**src/rtl/dm_arb_pkg.sv**
```systemverilog
// Shared types and constants for the data-memory port arbiter.
// Holds the FSM state encoding, grant encoding and the idle write-enable pattern.
package dm_arb_pkg;

  typedef enum logic [0:0] {
    ST_CPU_PRIO  = 1'b0,
    ST_EXT_FORCE = 1'b1
  } arb_state_e;

  typedef enum logic [1:0] {
    GNT_NONE = 2'd0,
    GNT_CPU  = 2'd1,
    GNT_EXT  = 2'd2
  } grant_e;

  localparam logic [3:0] WEB_IDLE = 4'hF;

  // Active-low byte enables: any low bit means a write.
  function automatic logic is_write(input logic [3:0] web);
    return ~&web;
  endfunction

endpackage

```
**src/rtl/dm_arb_perf_cnt.sv**
```systemverilog
// Saturating event counter used for arbiter performance statistics.
// Only instanced when DM_ARB_PERF_EN is defined.
module dm_arb_perf_cnt #(
  parameter int CNT_W = 32
) (
  input  logic             clk_i,
  input  logic             rst_i,
  input  logic             inc_i,
  output logic [CNT_W-1:0] cnt_o
);

  localparam logic [CNT_W-1:0] CNT_ONE = {{(CNT_W-1){1'b0}}, 1'b1};

  logic [CNT_W-1:0] cnt_r;

  // Count events, holding at all-ones once saturated.
  always_ff @(posedge clk_i or negedge rst_i) begin
    if (!rst_i) begin
      cnt_r <= '0;
    end else if (inc_i && !(&cnt_r)) begin
      cnt_r <= cnt_r + CNT_ONE;
    end else begin
      cnt_r <= cnt_r;
    end
  end

  assign cnt_o = cnt_r;

endmodule

```
**src/rtl/dm_port_arbiter.sv**
```systemverilog
// Shares the no-delay data SRAM port between the CPU and an external requester,
// CPU first, with a starvation counter forcing one ext grant. Perf counters: DM_ARB_PERF_EN.
module dm_port_arbiter
  import dm_arb_pkg::*;
#(
  parameter int ADDR_W       = 14,
  parameter int DATA_W       = 32,
  parameter int STARVE_LIMIT = 4,
  parameter int CNT_W        = 32
) (
  input  logic              clk_i,
  input  logic              rst_i,
`ifdef DM_ARB_PERF_EN
  output logic [CNT_W-1:0]  perf_stall_cnt_o,
  output logic [CNT_W-1:0]  perf_ext_cnt_o,
`endif
  input  logic              cpu_oe_i,
  input  logic [3:0]        cpu_web_i,
  input  logic [ADDR_W-1:0] cpu_addr_i,
  input  logic [DATA_W-1:0] cpu_wdata_i,
  output logic [DATA_W-1:0] cpu_rdata_o,
  output logic              cpu_stall_o,
  input  logic              ext_valid_i,
  input  logic [3:0]        ext_web_i,
  input  logic [ADDR_W-1:0] ext_addr_i,
  input  logic [DATA_W-1:0] ext_wdata_i,
  output logic              ext_ready_o,
  output logic              ext_rvalid_o,
  output logic [DATA_W-1:0] ext_rdata_o,
  output logic              DM_OE,
  output logic [ADDR_W-1:0] DM_A,
  output logic [3:0]        DM_WEB,
  output logic [DATA_W-1:0] DM_DI,
  input  logic [DATA_W-1:0] DM_DO
);

  localparam int              SC_W     = $clog2(STARVE_LIMIT + 1);
  localparam logic [SC_W-1:0] SC_LIMIT = SC_W'(STARVE_LIMIT);
  localparam logic [SC_W-1:0] SC_ONE   = SC_W'(1);

  arb_state_e        state_r, state_s;
  logic [SC_W-1:0]   starve_cnt_r, starve_cnt_s;
  grant_e            gnt_s;
  logic              cpu_req_s;
  logic              ext_rd_s;
  logic              stall_s;
  logic              ext_rd_xfer_s;
  logic              ext_rvalid_r;
  logic [DATA_W-1:0] ext_rdata_r;

  // Arbitration FSM next state, starvation count and SRAM port mux.
  always_comb begin
    cpu_req_s     = cpu_oe_i | is_write(cpu_web_i);
    ext_rd_s      = ext_valid_i & (&ext_web_i);
    gnt_s         = GNT_NONE;
    stall_s       = 1'b0;
    state_s       = state_r;
    starve_cnt_s  = starve_cnt_r;
    DM_OE         = 1'b0;
    DM_A          = '0;
    DM_WEB        = WEB_IDLE;
    DM_DI         = '0;

    if (!rst_i) begin
      state_s      = ST_CPU_PRIO;
      starve_cnt_s = '0;
    end else begin
      case (state_r)
        ST_CPU_PRIO: begin
          if (cpu_req_s) begin
            gnt_s = GNT_CPU;
            // The blocked ext request earns one forced slot after STARVE_LIMIT losses.
            if (ext_valid_i) begin
              if (starve_cnt_r == (SC_LIMIT - SC_ONE)) begin
                state_s      = ST_EXT_FORCE;
                starve_cnt_s = '0;
              end else begin
                starve_cnt_s = starve_cnt_r + SC_ONE;
              end
            end else begin
              starve_cnt_s = '0;
            end
          end else if (ext_valid_i) begin
            gnt_s        = GNT_EXT;
            starve_cnt_s = '0;
          end else begin
            starve_cnt_s = '0;
          end
        end
        ST_EXT_FORCE: begin
          state_s      = ST_CPU_PRIO;
          starve_cnt_s = '0;
          if (ext_valid_i) begin
            gnt_s   = GNT_EXT;
            stall_s = cpu_req_s;
          end else if (cpu_req_s) begin
            gnt_s = GNT_CPU;
          end else begin
            gnt_s = GNT_NONE;
          end
        end
        default: begin
          state_s      = ST_CPU_PRIO;
          starve_cnt_s = '0;
        end
      endcase
    end

    case (gnt_s)
      GNT_CPU: begin
        DM_OE  = cpu_oe_i;
        DM_A   = cpu_addr_i;
        DM_WEB = cpu_web_i;
        DM_DI  = cpu_wdata_i;
      end
      GNT_EXT: begin
        DM_OE  = &ext_web_i;
        DM_A   = ext_addr_i;
        DM_WEB = ext_web_i;
        DM_DI  = ext_wdata_i;
      end
      default: begin
        DM_OE  = 1'b0;
        DM_WEB = WEB_IDLE;
      end
    endcase
  end

  assign ext_rd_xfer_s = (gnt_s == GNT_EXT) & ext_rd_s;

  // State, starvation counter and the registered ext read response.
  always_ff @(posedge clk_i or negedge rst_i) begin
    if (!rst_i) begin
      state_r      <= ST_CPU_PRIO;
      starve_cnt_r <= '0;
      ext_rvalid_r <= 1'b0;
      ext_rdata_r  <= '0;
    end else begin
      state_r      <= state_s;
      starve_cnt_r <= starve_cnt_s;
      ext_rvalid_r <= ext_rd_xfer_s;
      if (ext_rd_xfer_s) begin
        ext_rdata_r <= DM_DO;
      end else begin
        ext_rdata_r <= ext_rdata_r;
      end
    end
  end

  assign cpu_rdata_o  = DM_DO;
  assign cpu_stall_o  = stall_s;
  assign ext_ready_o  = (gnt_s == GNT_EXT);
  assign ext_rvalid_o = ext_rvalid_r;
  assign ext_rdata_o  = ext_rdata_r;

`ifdef DM_ARB_PERF_EN
  dm_arb_perf_cnt #(.CNT_W(CNT_W)) u_stall_cnt (
    .clk_i (clk_i),
    .rst_i (rst_i),
    .inc_i (stall_s),
    .cnt_o (perf_stall_cnt_o)
  );

  dm_arb_perf_cnt #(.CNT_W(CNT_W)) u_ext_cnt (
    .clk_i (clk_i),
    .rst_i (rst_i),
    .inc_i (gnt_s == GNT_EXT),
    .cnt_o (perf_ext_cnt_o)
  );
`endif

endmodule

```
**config.mk**
```make
export PLATFORM = sky130hd
export DESIGN_NAME = dm_port_arbiter
export DESIGN_NICKNAME = d
export VERILOG_FILES = /design/src/rtl/dm_arb_pkg.sv /design/src/rtl/dm_arb_perf_cnt.sv /design/src/rtl/dm_port_arbiter.sv
export SDC_FILE = /design/constraint.sdc
export NUM_CORES = 1
export LEC_CHECK = 0
export ABC_AREA = 1
export BUFFER_PORTS_ARGS = -buffer_cell sky130_fd_sc_hd__buf_4
export CAP_MARGIN = 10
export CORE_AREA = 2 2 98 100
export DETAILED_ROUTE_END_ITERATION = 10
export DIE_AREA = 0 0 100 102
export PLACE_DENSITY = 0.63
export SKIP_CTS_REPAIR_TIMING = 1
export SYNTH_ARGS = -nofsm -noshare
export SYNTH_HDL_FRONTEND = slang
export SYNTH_HIERARCHICAL = 1
export SYNTH_SLANG_ARGS = --single-unit
export TNS_END_PERCENT = 5
```
**constraint.sdc**
```tcl
create_clock -name clk_i -period 3.8 [get_ports clk_i]
set_input_delay 0.76 -clock clk_i [delete_from_list [all_inputs] [get_ports clk_i]]
set_output_delay 0.76 -clock clk_i [all_outputs]
set_load 0.005 [all_outputs]
```
==> summary.txt <==
Status
  • Status: completed

Setup path
  • CP arrival: 2420 ps
  • CP Max Fanout: 46
  • Worst setup SP type: primary input
  • Worst EP required: 3040 ps
  • CP Capture Type: output pin
  • Reg2Reg Depth: 9
  • Worst r2r src: state_r
  • Worst Setup Path Type: primary input to output pin
  • R2r setup slk: 1650 ps
  • Reg2reg end: ext_rdata_o[16]

Synth
  • Count of cell types in the netlist: 18
  • Number of flops mapped to enable cells by yosys: 0
  • Mapped Nets: 531
  • Top area cells in the synthesized netlist: dfrtp_1 35%, nand2_1 25%, buf_4 10%, a21oi_1 9.1%, nand4_1 7.6%
  • Top cell type by total area after synthesis: dfrtp_1
  • Most numerous cell in the Yosys netlist: nand2_1
  • Synth Cell Area: 0.00265 mm²
  • Yosys warning total: 6
  • Avg Cell Area, Syn: 6.78 µm²
  • Synth Instances: 391
  • Synth top cells by count: 178 x nand2_1, 48 x a21oi_1, 37 x buf_4, 37 x dfrtp_1, 32 x nand4_1
  • FF+latch count, synth: 37
  • Sequential area share after synthesis: 34.9%
  • Most used DFF post-synth: dfrtp_1
  • Area fraction of the dominant cell type after synthesis: 34.9%
  • Fraction of synthesis flops using an asynchronous set or reset pin: 100%

Timing
  • Worst-Margin Slew: 483 ps
  • Hold Fails Final Rpt: 0
  • Tcrit/Tclk final: 83.8%
  • Fin Setup TNS: 0 ps
  • Fin Clk Skew: 8.36 ps
  • Slew Viols, Final: 0
  • Highest Clock Rate: 0.314 GHz
  • Number of setup violations in the final report: 0
  • Rel. slew slack: 67.8%
  • Min cycle time layout: 3180 ps
  • RSZ-0062 raised after global routing: no

Floorplanning
  • Ports: 254
  • Die area: 0.0102 mm²
  • Die height: 102 µm
  • Core area: 0.00911 mm²
  • Die Span X: 100 µm
  • Row cnt: 35
  • Starting Density: 29.1%

Routing
  • Vias: 3324
  • Routed wire length: 10300 µm
  • DRC errors left: 0
  • Vias per Instance: 4.68
  • DR pass1 iterations: 4
  • Antenna-violating nets left: 0
  • Drt first-iter violations: 134
  • WL per Instance: 14.5 µm

Finish
  • Layout Area Growth over Synthesis: 67.2%
  • Final non-filler cell area: 0.00443 mm²
  • Share of layout cells above drive strength 1: 45.7%
  • # nets final: 738
  • # diodes: 0
  • # fillers: 951

Global route
  • GRT Total Usage: 18.8%
  • GRT overflow: 0
  • First-pass GRT wire length: 15300 µm
  • Largest net degree at the start of global routing: 52
  • Vias in the first global route: 3136
  • Initial antenna violation count: 0

CTS
  • TritonCTS buffer count: 5
  • Max clock buf depth: 2
  • H-tree Lvls: 2
  • Worst-Skew Late Latency: 290 ps
  • Root buf cell: clkbuf_8
  • TritonCTS clock tree: done
  • Sink Count: 37
  • Reg clk slew, reported paths: 70 ps

Placed design
  • Cell Area, Placed: 0.00434 mm²
  • GPL Wtd Cong: 0.854
  • Dpl hpwl: 8050 µm
  • Number of I/O port buffers: 253

Power
  • Peak VDD IR: 0.000119 V
  • Pwr/cell area: 217 mW/mm²
  • Total power: 963 µW
  • P_leak: 2.48 nW

Hold path
  • Worst hold path class: flip-flop to flip-flop
  • Hold EP: ext_rdata_o[6]
  • Hold path depth: 2
  • HP Start: ext_rdata_o[6]

Job
  • Max Cap Viol: 0
-- metrics by stage --
| step | std cells | worst slack [ps] | hold slack [ps] | utilization, % |
|---|---|---|---|---|
| CTS | 710 | 621 | 477 | 48.7 |
| detailed placement | 702 | 620 | 459 | 47.6 |
| floorplan | 391 | 1060 | 464 | - |
| global placement | 702 | 698 | 456 | 47.6 |
| global route | 710 | 421 | 501 | 48.7 |
| finish | 710 | 616 | 473 | 48.7 |
-- cells by family (layout without fill, tap and decap cells) --
group	count (synthesis)	in the layout	synth area share [%]
simple gates	229	229	36.9
fa+ha+maj	4	4	1.89
buf+inv	73	281	17.2
compound gates	48	48	9.06
flops	37	37	34.9
-- worst max-delay path, cell delays in order --
cell     delay [ps]
buf_4           120
nor2_1           90
nand2_1         160
a21oi_1         220
ha_1            180
buf_4           390
nand2_1         150
a21oi_1         190
buf_4           140
-- layout by cell type, fill, tap and decap left out, types with 2 or more instances in the layout --
master | netlist | layout
a21oi_1 | 48 | 48
buf_4 | 37 | 261
clkbuf_8 | 0 | 6
dfrtp_1 | 37 | 37
ha_1 | 4 | 4
inv_1 | 10 | 10
inv_2 | 2 | 2
nand2_1 | 178 | 178
nand3_1 | 6 | 6
nand3b_1 | 2 | 2
nand4_1 | 32 | 32
nor2_1 | 8 | 8
-- layer usage --
metal,track usage (%),part of all wire (%)
met1,22.1,40
met3,4.45,6.4
met5,0,0
met2,34.3,52
met4,5.37,1.9
-- how the worst max path moves through the flow --
| stage | end | start | slack [ps] | cells past startpoint |
|---|---|---|---|---|
| final | DM_A[8] | cpu_oe_i | 620 | 9 |
| after global routing | DM_DI[27] | cpu_web_i[2] | 420 | 10 |
| after CTS | DM_A[12] | cpu_web_i[2] | 620 | 11 |
| after detailed placement | DM_A[12] | cpu_web_i[2] | 620 | 11 |
| after global placement | DM_A[8] | cpu_oe_i | 700 | 9 |
| after floorplan | DM_A[0] | ext_valid_i | 1060 | 9 |
-- sequential cells by signal (all words and copies together), names as in the netlist --
register      cells
ext_rdata_o      32
starve_cnt_r      3
ext_rvalid_o      1
state_r           1
-- where the power goes --
part	switching, mW	internal, mW
clock network	0.143	0.147
logic	0.112	0.162
registers	0.00190	0.397
-- final cells by class --
class	count	area [µm²]	area share, %
clock buffers	6	82.6	1.86
clock inverters	2	13.8	0.310
inverters	12	45.0	1.02
multi-input cells	281	1270	28.6
flip-flops and latches	37	926	20.9
well taps	111	139	3.13
repair buffers	261	1960	44.2
(Power assumes the default switching activity.)
